## config.mk

```make
export PLATFORM = sky130hd
export DESIGN_NAME = core_inst_sequencer
export DESIGN_NICKNAME = d
export VERILOG_FILES = /design/src/rtl/core_inst_sequencer.sv
export SDC_FILE = /design/constraint.sdc
export NUM_CORES = 1
export LEC_CHECK = 0
export ABC_CLOCK_PERIOD_IN_PS = 2950
export CAP_MARGIN = 20
export CORE_ASPECT_RATIO = 1.2
export CORE_UTILIZATION = 57
export DETAILED_ROUTE_END_ITERATION = 10
export PLACE_DENSITY = 0.85
export SETUP_SLACK_MARGIN = 0.02
export SYNTH_ARGS = -nofsm -noshare
export SYNTH_HDL_FRONTEND = slang
export SYNTH_SLANG_ARGS = --single-unit
```

## constraint.sdc

```tcl
create_clock -name clk -period 2.95 [get_ports clk]
set_input_delay 0.4425 -clock clk [delete_from_list [all_inputs] [get_ports clk]]
set_output_delay 0.4425 -clock clk [all_outputs]
set_load 0.03 [all_outputs]
```

## src/rtl/core_inst_sequencer.sv

```systemverilog
// ---------------------------------------------------------------------------
// core_inst_sequencer
//
// Upstream controller for the core. Emits one 35-bit instruction word per
// cycle that drives xmem, L0, IFIFO/OFIFO, the PE array and psum memory for
// one tile pass:
//   kernel load -> kernel push -> activation load -> execute -> output drain.
//
// Ports
//   clk          rising-edge clock
//   reset        asynchronous, active-low (0 = in reset)
//   start        one-cycle pulse, sampled only while idle
//   mode         0 = WS, 1 = OS; latched at start, driven on inst[34]
//   kbase        xmem base address of kernel words
//   abase        xmem base address of activation words
//   pbase        psum memory base address for results
//   act_len      activation vectors / output rows in this pass (0..2047)
//   ofifo_valid  OFIFO holds a complete output row
//   inst         registered instruction word to the core
//   busy         1 while a pass is in progress (DONE included)
//   done         one-cycle pulse at pass completion
//   dbg_state    current FSM state, for checkers
//
// inst map: [34] mode, [33] 0, [32] psum CEN, [31] psum WEN, [30:20] psum addr,
//   [19] xmem CEN, [18] xmem WEN, [17:7] xmem addr, [6] ofifo_rd, [5:4] 0,
//   [3] l0_rd, [2] l0_wr, [1] execute, [0] load.  CEN/WEN are active-low.
//
// OFIFO handshake: ofifo_valid acts as "valid" and the ofifo_rd strobe as
// "ready". A row is transferred in exactly the cycle the sequencer decides
// to read while ofifo_valid is high; ofifo_valid low never produces a read,
// and no more than act_len rows are ever read in one pass.
//
// All outputs are registered, so every word appears on inst one cycle
// after the FSM is in the state that produces it.
// ---------------------------------------------------------------------------
module core_inst_sequencer #(
  parameter int row     = 8,
  parameter int col     = 8,
  parameter int addr_bw = 11
) (
  input  logic               clk,
  input  logic               reset,
  input  logic               start,
  input  logic               mode,
  input  logic [addr_bw-1:0] kbase,
  input  logic [addr_bw-1:0] abase,
  input  logic [addr_bw-1:0] pbase,
  input  logic [addr_bw-1:0] act_len,
  input  logic               ofifo_valid,
  output logic [34:0]        inst,
  output logic               busy,
  output logic               done,
  output logic [2:0]         dbg_state
);

  typedef enum logic [2:0] {
    S_IDLE, S_KLOAD, S_KPUSH, S_ALOAD, S_EXEC, S_DRAIN, S_DONE
  } state_t;

  // One extra bit so act_len+1 cycle counts and row/col sums never overflow.
  localparam int CW = addr_bw + 1;
  localparam logic [CW-1:0] COL_C      = CW'(col);
  localparam logic [CW-1:0] KPUSH_LAST = CW'(col + row - 1);
  localparam logic [34:0]   IDLE_WORD  = {4'b0011, 11'b0, 2'b11, 11'b0, 7'b0};

  state_t             state_q, state_d;
  logic [CW-1:0]      cnt_q, cnt_d;
  logic [CW-1:0]      rd_cnt_q, rd_cnt_d;
  logic [CW-1:0]      wr_cnt_q, wr_cnt_d;
  logic               wr_pend_q, wr_pend_d;
  logic               mode_q, mode_d;
  logic [addr_bw-1:0] kbase_q, kbase_d, abase_q, abase_d, pbase_q, pbase_d;
  logic [addr_bw-1:0] act_len_q, act_len_d;
  logic [34:0]        inst_q, inst_d;
  logic               busy_q, busy_d, done_q, done_d;

  logic               psum_cen, psum_wen, xmem_cen, xmem_wen;
  logic [addr_bw-1:0] psum_addr, xmem_addr;
  logic               ofifo_rd, l0_rd, l0_wr, execute, load;
  logic [CW-1:0]      len_x;

  assign len_x = {1'b0, act_len_q};

  always_comb begin
    state_d   = state_q;
    cnt_d     = cnt_q + CW'(1);
    rd_cnt_d  = rd_cnt_q;
    wr_cnt_d  = wr_cnt_q;
    wr_pend_d = 1'b0;
    mode_d    = mode_q;
    kbase_d   = kbase_q;
    abase_d   = abase_q;
    pbase_d   = pbase_q;
    act_len_d = act_len_q;
    psum_cen  = 1'b1;
    psum_wen  = 1'b1;
    psum_addr = '0;
    xmem_cen  = 1'b1;
    xmem_wen  = 1'b1;
    xmem_addr = '0;
    ofifo_rd  = 1'b0;
    l0_rd     = 1'b0;
    l0_wr     = 1'b0;
    execute   = 1'b0;
    load      = 1'b0;
    done_d    = 1'b0;

    case (state_q)
      S_IDLE: begin
        cnt_d = '0;
        if (start) begin
          mode_d    = mode;
          kbase_d   = kbase;
          abase_d   = abase;
          pbase_d   = pbase;
          act_len_d = act_len;
          state_d   = (act_len == '0) ? S_DONE : S_KLOAD;
        end
      end
      // xmem reads have one cycle of latency, so l0_wr trails the read by one.
      S_KLOAD: begin
        if (cnt_q < COL_C) begin
          xmem_cen  = 1'b0;
          xmem_addr = kbase_q + cnt_q[addr_bw-1:0];
        end
        l0_wr = (cnt_q != '0);
        if (cnt_q == COL_C) begin
          state_d = S_KPUSH;
          cnt_d   = '0;
        end
      end
      S_KPUSH: begin
        load  = 1'b1;
        l0_rd = (cnt_q < COL_C);
        if (cnt_q == KPUSH_LAST) begin
          state_d = S_ALOAD;
          cnt_d   = '0;
        end
      end
      S_ALOAD: begin
        if (cnt_q < len_x) begin
          xmem_cen  = 1'b0;
          xmem_addr = abase_q + cnt_q[addr_bw-1:0];
        end
        l0_wr = (cnt_q != '0);
        if (cnt_q == len_x) begin
          state_d = S_EXEC;
          cnt_d   = '0;
        end
      end
      S_EXEC: begin
        execute = 1'b1;
        l0_rd   = 1'b1;
        if (cnt_q == len_x - CW'(1)) begin
          state_d  = S_DRAIN;
          cnt_d    = '0;
          rd_cnt_d = '0;
          wr_cnt_d = '0;
        end
      end
      // A row read in one cycle is written to psum the next; the write of a
      // pending row still issues while ofifo_valid stalls further reads.
      S_DRAIN: begin
        cnt_d = '0;
        if (ofifo_valid && (rd_cnt_q < len_x)) begin
          ofifo_rd  = 1'b1;
          rd_cnt_d  = rd_cnt_q + CW'(1);
          wr_pend_d = 1'b1;
        end
        if (wr_pend_q) begin
          psum_cen  = 1'b0;
          psum_wen  = 1'b0;
          psum_addr = pbase_q + wr_cnt_q[addr_bw-1:0];
          wr_cnt_d  = wr_cnt_q + CW'(1);
          if (wr_cnt_q + CW'(1) == len_x) state_d = S_DONE;
        end
      end
      S_DONE: begin
        done_d  = 1'b1;
        cnt_d   = '0;
        state_d = S_IDLE;
      end
      default: begin
        cnt_d   = '0;
        state_d = S_IDLE;
      end
    endcase

    busy_d = (state_q != S_IDLE);
    inst_d = {mode_q, 1'b0, psum_cen, psum_wen, psum_addr, xmem_cen, xmem_wen,
              xmem_addr, ofifo_rd, 2'b00, l0_rd, l0_wr, execute, load};
  end

  always_ff @(posedge clk or negedge reset) begin
    if (!reset) begin
      state_q   <= S_IDLE;
      cnt_q     <= '0;
      rd_cnt_q  <= '0;
      wr_cnt_q  <= '0;
      wr_pend_q <= 1'b0;
      mode_q    <= 1'b0;
      kbase_q   <= '0;
      abase_q   <= '0;
      pbase_q   <= '0;
      act_len_q <= '0;
      inst_q    <= IDLE_WORD;
      busy_q    <= 1'b0;
      done_q    <= 1'b0;
    end else begin
      state_q   <= state_d;
      cnt_q     <= cnt_d;
      rd_cnt_q  <= rd_cnt_d;
      wr_cnt_q  <= wr_cnt_d;
      wr_pend_q <= wr_pend_d;
      mode_q    <= mode_d;
      kbase_q   <= kbase_d;
      abase_q   <= abase_d;
      pbase_q   <= pbase_d;
      act_len_q <= act_len_d;
      inst_q    <= inst_d;
      busy_q    <= busy_d;
      done_q    <= done_d;
    end
  end

  assign inst      = inst_q;
  assign busy      = busy_q;
  assign done      = done_q;
  assign dbg_state = state_q;

endmodule

```

; After elaboration in Yosys (flattened, before gate mapping)
; Index checks and enable logic that the tools add are counted.
[word_totals]
wordCells = 89
ff_bits = 118
mem_bits_ro = 0
ramBits = 0
latchBits = 0
memories = 0
output_inout_bits = 40
in_bits = 49
[op_classes]
n_mul = 0
mux = 36
div = 0
bitwise = 0
n_lt_le_gt_ge = 3
addsub = 7
eq_ne = 19
shifts = 0
reduce_logical = 11
[ops]
columns = cell, count
row1 = 12-bit 2-to-1 mux, 7
row2 = 12-bit case mux with 2 select lines, 2
row3 = 12-bit case mux with 4 select lines, 1
row4 = 11-bit 2-to-1 mux, 4
row5 = "12-bit by 1-bit adder with 12-bit output, second input constant", 3
row6 = 11-bit adder, 3
row7 = 12-bit by 11-bit equality test with 1-bit output, 2
row8 = "12-bit by 4-bit equality test with 1-bit output, second input constant", 2
row9 = 12-bit by 11-bit < comparator with 1-bit output, 2
row10 = 3-bit 2-to-1 mux, 8
row11 = 11-bit case mux with 2 select lines, 1
row12 = 3-bit case mux with 6 select lines, 1
row13 = "2-bit inequality test, second input constant", 8
row14 = 12-bit equality test, 1
row15 = "12-bit by 4-bit < comparator with 1-bit output, second input constant", 1
row16 = 12-bit nonzero test, 1
row17 = "11-bit by 1-bit subtractor with 12-bit output, second input constant", 1
row18 = 11-bit zero test, 1
row19 = 1-bit 2-to-1 mux, 10
row20 = "3-bit equality test, second input constant", 3
row21 = 7-bit AND reduction, 1
row22 = "3-bit by 2-bit equality test with 1-bit output, second input constant", 2
row23 = 3-bit AND reduction, 2
row24 = 1-bit case mux with 2 select lines, 2
row25 = other kinds (7), 7

; Logic depth before layout (Yosys ltp)
[depth]
depth_word = 5
depth_mapped = 11
depth_no_buf = 10

; Least setup slack after synthesis
; Ideal clock, no wire load.
[synth_path]
path_type = reg2reg
start = register act_len_q[5]
end = register rd_cnt_q[11]
synth_period_minus_slack_ns = 2.564
arrival_ns = 2.487
slack_ns = 0.386
n_path_buf = 0
setup_time_ns = 0.077
path_stages_with_launch = 10
required_ns = 2.873
path_cell_list = dfrtp_1 > inv_1 > ha_1 > a21o_1 > a21o_1 > a211o_1 > a21oi_2 > nand2_1 > or4_1 > a21oi_1
[synth_between]
elab_chain_len = 4
elab_cells_between_ends = 7
cone_classes = add/sub (1) / order compare (1) / eq/ne (3) / reduce/logical (2)
[synth_lines]
columns = element, line
row1 = from (decl), 73  ; logic [addr_bw-1:0] act_len_q, act_len_d;
row2 = from (signal assigned), 219  ; act_len_q <= act_len_d;
row3 = 11-bit by 1-bit subtractor with 12-bit output / 12-bit by 11-bit < comparator with 1-bit output (equally long branches), "154, 165"
row4 = 12-bit equality test / 1-bit logical AND (equally long branches), "154, 165"
row5 = 2-bit inequality test (no line), --
row6 = 3-bit AND reduction (no line) (*), --
row7 = to (signal assigned), 212  ; rd_cnt_q <= rd_cnt_d;
row8 = to (decl), 68  ; logic [CW-1:0] rd_cnt_q, rd_cnt_d;
; Every way passes the cells marked *; elsewhere a longest branch is shown, timed or not.
; A chain may end at the register's enable or synchronous reset.

; Final worst setup path
[layout_path]
start = register act_len_q[1]
end = register wr_cnt_q[6]
[layout_between]
elab_chain_len = 4
[layout_lines]
columns = element, line
row1 = 11-bit by 1-bit subtractor with 12-bit output, 154  ; if (cnt_q == len_x - CW'(1)) begin
row2 = 12-bit equality test, 154
row3 = 2-bit inequality test (no line), --
row4 = 3-bit AND reduction (no line), --
row5 = to (signal assigned), 213  ; wr_cnt_q <= wr_cnt_d;
row6 = to (decl), 69  ; logic [CW-1:0] wr_cnt_q, wr_cnt_d;
; No other way between the ends.

==> impl_metrics.env <==
export IMPL_status="finished, final reports clean"
export IMPL_synthAdderAreaFrac_pct=10.4
export IMPL_track_usage_pct=30.0
export IMPL_drtPass1Iterations=7
export IMPL_r2r_slack_ps=130
export IMPL_cts_tree="yes"
export IMPL_syn_area_mm2=0.00729
export IMPL_crit_path_top_delay_cell="dfrtp_1"
export IMPL_critPathMaxStageDelay_ps=470
export IMPL_io_pins=89
export IMPL_initial_utilization_pct=59.4
export IMPL_synth_simple_area_share_pct=17.4
export IMPL_drv_cap=0
export IMPL_placed_area_mm2=0.00830
export IMPL_fill_cells=835
export IMPL_hp_class="input pin to async pin"
export IMPL_ff2ff_path_depth=10
export IMPL_grt_first_pass_wirelength_mm=31.1
export IMPL_hold_violations=0
export IMPL_relSlewSlack_pct=54.2
export IMPL_grt_overflow_total=0
export IMPL_drtIter0Drc=486
export IMPL_grt_pass1_vias=6573
export IMPL_cp_required_ps=3230
export IMPL_ys_async_sr_fraction_pct=100
export IMPL_ctsRootBufferMaster="clkbuf_16"
export IMPL_grt_max_degree=53
export IMPL_synth_ff_type="dfrtp_1"
export IMPL_ys_types=67
export IMPL_fin_worst_skew_ps=8.28
export IMPL_antenna_left=0
export IMPL_ys_seq_elements=116
export IMPL_yosys_area_share_xor_xnor_pct=8.36
export IMPL_final_common_cell="dfrtp_1"
export IMPL_hold_slack_ps=57.0
export IMPL_final_util_pct=73.0
export IMPL_crit_chain="inv_1, ha_1, xnor3_1, a32oi_1, a2111oi_2, o311ai_1, or3_1, o21ai_2, buf_4, a31oi_1"
export IMPL_die_h_um=126
export IMPL_cts_htree_levels=4
export IMPL_path_class="register to register"
export IMPL_ctsHoldBuffers=0
export IMPL_final_max_slew_viol_count=0
export IMPL_cts_made_buffers=17
export IMPL_ys_seq_area_share_pct=39.9
export IMPL_die_w_um=105
export IMPL_irDropWorstVdd_v=0.000551
export IMPL_synth_top_family_by_area="simple AND/OR/NAND/NOR gates"
export IMPL_cts_setup_buffers=0
export IMPL_muxShareOfSynthArea_pct=5.37
export IMPL_viasPerCell=6.21
export IMPL_syn_inst=753
export IMPL_worst_r2r_endpoint="wr_cnt_q[6]"
export IMPL_vias=6254
export IMPL_path_clk_slew_ps=60
export IMPL_syn_to_final_growth_pct=22.9
export IMPL_fin_area_mm2=0.00896
export IMPL_dp_slack_ps=228
export IMPL_cpLargestDelayFamily="compound AO/OA/AOI/OAI gates"
export IMPL_fin_crit_ps=2820
export IMPL_num_antenna_cells=0
export IMPL_synth_edf_count=0
export IMPL_worst_skew_pair_late_latency_ps=420
export IMPL_antenna_found_initial=0
export IMPL_power_density_mw_per_mm2=921
export IMPL_cp_buffers_inverters=2
export IMPL_cp_max_fo=11
export IMPL_cp_start_kind="register"
export IMPL_r2r_start="act_len_q[1]"
export IMPL_worst_slew_pin_slew_ps=687
export IMPL_cp_arrival_ps=3100
export IMPL_clock_sink_count=116
export IMPL_max_freq_ghz=0.354
export IMPL_setup_ws_ps=126
export IMPL_cts_buffer_depth=2
export IMPL_dp_hpwl_mm=13.2
export IMPL_fin_nets=941
export IMPL_detail_route_wl_per_cell_um=18.9
export IMPL_post_cts_resized=0
export IMPL_routabilityCongestion=0.937
export IMPL_drive_gt1_share_pct=11.8
export IMPL_rsz0062_at_grt="no"
export IMPL_setup_tns_ps=0
export IMPL_cp_depth=10
export IMPL_drt_total_wl_mm=19.1
export IMPL_setup_violations=0
export IMPL_avgSynthCellArea_um2=9.68
export IMPL_synth_compound_area_share_pct=13.7
export IMPL_core_area_mm2=0.0123
export IMPL_fp_dieArea_mm2=0.0132
export IMPL_ys_warnings_count=0
export IMPL_final_cell_mix="dfrtp_1 (114), clkdlybuf4s50_1 (83), nor2_1 (61)"
export IMPL_drc=0
export IMPL_leakage_uw=0.00402
export IMPL_post_route_period_util_pct=95.7
export IMPL_crit_path_end_kind="register"
export IMPL_numPortBuffers=84
export IMPL_std_cell_rows=44
[per-layer routing]
layer / wire length [um] / GRT usage [%] / part of all wire (%)
met1: 7140 / 31.8 / 37
met4: 850 / 16.5 / 4.5
met3: 1040 / 6.52 / 5.4
met5: 0 / 0 / 0
met2: 10000 / 54.8 / 53
[worst register-to-register path: stages, from the launching register on]
cell and delay, ps:
dfrtp_1 470, inv_1 140, ha_1 240, xnor3_1 290
a32oi_1 130, a2111oi_2 340, o311ai_1 230, or3_1 390
o21ai_2 140, buf_4 200, a31oi_1 120
[cell families after synthesis]
kind of cell / after synthesis
AOI/OAI and AO/OA: 146
xor gates and xnor gates: 68
adders and majority gates: 59
buffers and inverters: 79
DFF: 116
muxes: 35
other: 2
and+or+nand+nor: 248
[flip-flops by register name, summed over array words and instances (netlist names), 11 cells and up]
register / cells
rd_cnt_q: 12
wr_cnt_q: 12
kbase_q: 11
inst: 30
cnt_q: 12
act_len_q: 11
pbase_q: 11
abase_q: 11
[cell usage after synthesis (3+ instances only)]
cell type / number / area share, %
a31oi_1: 15 / 1.3
nor2b_1: 8 / 0.69
clkbuf_1: 24 / 1.2
nor3_1: 16 / 1.1
nand2b_1: 6 / 0.51
and4_1: 6 / 0.72
xor2_1: 29 / 3.5
o21ai_0: 34 / 2.3
nor2_1: 62 / 3.2
nand4_1: 12 / 1.0
nand3_1: 30 / 2.1
inv_1: 37 / 1.9
a31o_2: 3 / 0.36
xnor2_1: 38 / 4.6
nor4_1: 14 / 1.2
a21o_1: 16 / 1.6
mux2_2: 33 / 5.1
o31ai_1: 3 / 0.31
a21oi_1: 22 / 1.5
dfrtp_1: 114 / 39
ha_1: 56 / 9.6
buf_2: 7 / 0.48
buf_4: 8 / 0.82
and3_1: 9 / 0.77
o21a_1: 3 / 0.31
fa_1: 3 / 0.82
nand3b_1: 3 / 0.31
and2_1: 5 / 0.43
or4_1: 4 / 0.41
a22o_1: 11 / 1.3
nand2_1: 56 / 2.9
or3_1: 6 / 0.51
o211ai_1: 4 / 0.41
a211oi_1: 7 / 0.72
[worst max-delay path by stage]
stage | startpoint | endpoint | slack [ps]
floorplan | act_len_q[5] | rd_cnt_q[11] | 390
global placement | wr_cnt_q[0] | inst[30] | 300
detailed placement | wr_cnt_q[0] | inst[30] | 230
CTS | act_len_q[1] | cnt_q[6] | 200
global route | cnt_q[1] | inst[17] | 20
finish | act_len_q[1] | wr_cnt_q[6] | 130
[per-stage QoR]
| stage | instances | power, uW |
|---|---|---|
| after CTS | 1007 | 8210 |
| after detailed placement | 975 | 5830 |
| after global placement | 975 | 5640 |
| after global routing | 1007 | 8660 |
| after floorplan | 755 | 4820 |
| final | 1007 | 8250 |
[where the power goes]
group          internal, uW  switching (uW)
registers              2040             488
clock network          1510             798
logic                  1580            1830
total                  5130            3120
[final cells by class]
class	count	area, um^2	share of cell area [%]
clock inverter	14	224	2.50
inverter	37	139	1.55
multi-input combinational	560	4070	45.4
timing repair buffer	101	991	11.1
tap	161	201	2.25
sequential	116	2910	32.4
clock buffer	18	429	4.79
(Power assumes the default switching activity.)
